File: config.mk
export PLATFORM = sky130hd
export DESIGN_NAME = pwm_sample_modulator
export DESIGN_NICKNAME = d
export VERILOG_FILES = /design/src/rtl/pwm_sample_modulator.sv
export SDC_FILE = /design/constraint.sdc
export NUM_CORES = 1
export LEC_CHECK = 0
export CORE_MARGIN = 1.5
export CORE_UTILIZATION = 45
export CTS_CLUSTER_SIZE = 14
export DETAILED_ROUTE_END_ITERATION = 12
export GPL_TIMING_DRIVEN = 0
export PLACE_DENSITY = 0.71
export SLEW_MARGIN = 5
export SYNTH_ARGS = -nofsm -noshare
export SYNTH_HDL_FRONTEND = slang
export SYNTH_SLANG_ARGS = --single-unit
File: constraint.sdc
create_clock -name clk -period 2.9 [get_ports clk]
set_input_delay 0.58 -clock clk [delete_from_list [all_inputs] [get_ports clk]]
set_output_delay 0.58 -clock clk [all_outputs]
set_load 0.01 [all_outputs]
File: src/rtl/pwm_sample_modulator.sv
// PWM modulator: one sample word per 2**WIDTH-cycle period sets the number of high
// cycles. A one-entry holding register sits between the producer and the period boundary.
module pwm_sample_modulator #(
   parameter int unsigned      WIDTH     = 8,
   parameter logic [WIDTH-1:0] IDLE_DUTY = '0,
   parameter int unsigned      UF_WIDTH  = 16
) (
   input  logic                clk,
   input  logic                rst_n,
   input  logic                en,
   input  logic [WIDTH-1:0]    s_data,
   input  logic                s_valid,
   output logic                s_ready,
   output logic                pwm_out,
   output logic                period_tick,
   output logic [UF_WIDTH-1:0] underflow_cnt,
   input  logic                underflow_clr
);

   localparam logic [WIDTH-1:0] CNT_MAX = '1;

   logic [WIDTH-1:0]    r_cnt;
   logic [WIDTH-1:0]    r_duty;
   logic [WIDTH-1:0]    r_hold_data;
   logic                r_hold_full;
   logic                r_pwm;
   logic [UF_WIDTH-1:0] r_uf_cnt;

   logic w_accept;
   logic w_boundary;
   logic w_uf_sat;

   assign w_accept   = s_valid & ~r_hold_full;
   assign w_boundary = en & (r_cnt == CNT_MAX);
   assign w_uf_sat   = &r_uf_cnt;

   assign s_ready       = ~r_hold_full;
   assign pwm_out       = r_pwm;
   assign period_tick   = w_boundary;
   assign underflow_cnt = r_uf_cnt;

   always_ff @(posedge clk or negedge rst_n) begin
      if (!rst_n) begin
         r_cnt <= '0;
      end else if (!en) begin
         r_cnt <= '0;
      end else begin
         r_cnt <= r_cnt + 1'b1;
      end
   end

   // The duty register changes only at a boundary, or when the modulator is disabled.
   always_ff @(posedge clk or negedge rst_n) begin
      if (!rst_n) begin
         r_duty <= IDLE_DUTY;
      end else if (!en) begin
         r_duty <= IDLE_DUTY;
      end else if (w_boundary) begin
         r_duty <= r_hold_full ? r_hold_data : IDLE_DUTY;
      end
   end

   // A sample that arrives on a boundary cycle with an empty hold goes into the hold.
   // It is used in the period after the next one.
   always_ff @(posedge clk or negedge rst_n) begin
      if (!rst_n) begin
         r_hold_full <= 1'b0;
         r_hold_data <= '0;
      end else if (w_boundary && r_hold_full) begin
         r_hold_full <= 1'b0;
      end else if (w_accept) begin
         r_hold_full <= 1'b1;
         r_hold_data <= s_data;
      end
   end

   always_ff @(posedge clk or negedge rst_n) begin
      if (!rst_n) begin
         r_pwm <= 1'b0;
      end else begin
         r_pwm <= en & (r_cnt < r_duty);
      end
   end

   always_ff @(posedge clk or negedge rst_n) begin
      if (!rst_n) begin
         r_uf_cnt <= '0;
      end else if (underflow_clr) begin
         r_uf_cnt <= '0;
      end else if (w_boundary && !r_hold_full && !w_uf_sat) begin
         r_uf_cnt <= r_uf_cnt + 1'b1;
      end
   end

endmodule

==> reports/metrics.cfg <==
[power]
p_int_w=0.0008815
p_sw_frac=0.2081
ir_worst_vdd_uv=204.2
cellPowerDensity_nw_per_um2=427.9
p_sw_w=0.0002317
clkPwrFrac=0.404
finalPower_w=0.001113
p_comb_frac=0.055
pwr-share-seq=0.542
leakage_nw=1.116

[floorplanning]
die_area_sq_um=5114
fp.dieW_um=71.51
die_y_um=71.51
start_util=0.4752
num_rows=24
io_pins=32
coreArea_sq_um=4444

[run_status]
violations=DRC
outcome=complete, but fails checks

[synthesis]
synth-seq-cells=42
synth_top_cell_area_share=0.4976
synth.yosys.seq_area_share=0.4976
ys_types=39
yosys-top-cells-area=dfrtp_1 50%, ha_1 5.3%, xor2_1 5.0%, mux2_2 4.3%, a22o_1 3.3%
ys.warnings.count=0
avgSynthCellArea_sq_um=10.89
syn_inst=194
synth_area_leader_cell=dfrtp_1
synth_fp_nets=216
syn_area_sq_um=2112

[place]
dp_hpwl_mm=2.862
place_area_sq_um=2492
gp_congestion=0.7908
portBuffers=30
pre_cts_ws_ns=0.3869

[clocking]
postCtsSetupRepairBufs=0
cts_max_level=2
cts-root-buf=clkbuf_8
ctsHoldBuffers=0
clk_pin_slew_ns=0.08
tritoncts.num_buffers=5
clkSinkCount=42
cts_resized=0
cts_buffer_depth=2
clock_latency_ns=0.29
cts_tree=built

[timing]
worstMarginPinSlew_ns=1.049
slew-limit-headroom=0.2955
layout_min_cycle_time_ns=2.513
setup_viol=0
skew_ns=0.006885
worst_slack_ns=0.3865
rsz0062_at_grt=false
fmax_mhz=397.9
totalNegativeSetupSlack_ns=0
fin_crit_sh=0.8667
final_max_slew_viol_count=0
final_hold_viol_count=0

[grt]
grt_pass1_vias=1455
grt_overflow=0
antenna_found_initial=0
grt_pass1_wl_mm=6.782
globalRouteTotalUtil=0.1699
grt_max_degree=29

[critical_path]
criticalPathCategory=in2out
crit_fanout=3
worstPathArrival_ns=1.93
r2r_cells=6
rrSetupSlack_ns=0.82
cp_cell_sequence=clkdlybuf4s50_1 > nand4_1 > nor2_1 > clkdlybuf4s50_1
cp-start-kind=input port
cpPeakStageDelay_ns=0.56
crit_path_top_delay_cell=clkdlybuf4s50_1
path_common_cell=clkdlybuf4s50_1
reg2reg_from=r_cnt[0]$_DFF_PN0_
required_ns=2.32
critPathCaptureType=output port
r2r-end=underflow_cnt[9]$_DFFE_PN0P_

[detailed_routing]
totalWireLength_mm=3.881
dr.pass1.iters=8
drc=4
vias_per_cell=5.361
first_iter_violations=124
postRouteAntennaNets=0
via_count=1528
wl_per_cell_um=13.62

[run]
maxCapViolCount=0

[worst_hold_path]
worstHoldPathType=in2async

[finish]
postLayoutCoreUtil=0.5853
most-common-layout-cells=42 x dfrtp_1, 29 x clkdlybuf4s50_1, 17 x nor2_1
mostFrequentLayoutCell=dfrtp_1
area_growth_syn_to_layout_pct=23.16
design_area_sq_um=2601
drive_above_1_share=0.1116
nNetsFinal=254
n_antenna_cell=0

-- worst max-delay path by stage --
| stage | slack (ns) | start | end | cells past startpoint |
|---|---|---|---|---|
| after detailed placement | 0.39 | en | period_tick | 4 |
| final | 0.39 | en | period_tick | 4 |
| after global routing | 0.26 | r_cnt[0]$_DFF_PN0_ | period_tick | 4 |
| after CTS | 0.38 | en | period_tick | 4 |
| after global placement | 0.18 | rst_n | underflow_cnt[4]$_DFFE_PN0P_ | 1 |
| after floorplan | 1.16 | underflow_cnt[7]$_DFFE_PN0P_ | underflow_cnt[11]$_DFFE_PN0P_ | 7 |
-- registers in the layout (all words and copies together) (netlist names) --
name	flops
underflow_cnt	16
r_cnt	8
r_duty	8
r_hold_data	8
pwm_out	1
r_hold_full	1
-- layer usage --
layer,share of wire,GRT usage,vias to the layer above
met3,0.029,0.02954,5
met4,0.015,0.07757,0
met5,0,0,-
li1,-,-,769
met1,0.50,0.2315,728
met2,0.46,0.2669,26
-- area by class of cell --
cell class | count | area, sq um
inverter | 10 | 37.54
timing repair buffer | 31 | 315.3
fill | 386 | 1843
tap | 52 | 65.06
buffer | 7 | 51.30
multi-input combinational | 135 | 972.2
clock inverter | 3 | 40.04
sequential | 42 | 1051
clock buffer | 5 | 68.82
-- stage by stage --
step,hold slack (ns),std cells
floorplan,0.2844,194
finish,0.1870,285
global placement,0.4701,276
CTS,0.1925,285
global route,0.2126,285
detailed placement,0.4774,277
-- power by group through the flow --
stage	Clock (W)	Combinational, W	Sequential, W
2_1_floorplan	0	0.0000250	0.000613
3_3_place_gp	0	0.0000588	0.000614
3_5_place_dp	0	0.0000624	0.000615
4_1_cts	0.000462	0.0000624	0.000603
5_1_grt	0.000485	0.0000690	0.000605
6_report	0.000450	0.0000607	0.000603
-- critical path, delay by kind of cell --
kind	cells	cell delay [ns]
simple gates	2	0.30
buf+inv	2	1.05
-- synthesized netlist by cell type (all sizes together) --
master       instances
o21a                 2
nor3                 4
clkbuf               3
and2                 7
and3                 5
nand3                8
o2111ai              3
xnor2                5
a21o                 4
o211a                1
a22o                 8
a31oi                1
a21oi                3
mux2                 8
o21bai               1
dlygate4sd1          1
o21ai                5
and4                 1
or3                  5
a21boi               1
nand4                8
nor2b                2
xor2                12
nand2                7
inv                 10
o211ai               5
mux2i                1
nand4b               1
nand2b               1
ha                   9
dfrtp               42
buf                  3
nor2                17
-- kinds of logic after synthesis --
| kind of cell | Yosys count | synth area share |
|---|---|---|
| AOI/OAI and AO/OA | 34 | 0.1214 |
| buffers and inverters | 17 | 0.04206 |
| adders and majority gates | 9 | 0.05332 |
| DFF | 42 | 0.4976 |
| muxes | 9 | 0.04740 |
| and+or+nand+nor | 66 | 0.1677 |
| xor gates and xnor gates | 17 | 0.07050 |
No activity file was read; power rests on OpenSTA's default activity.
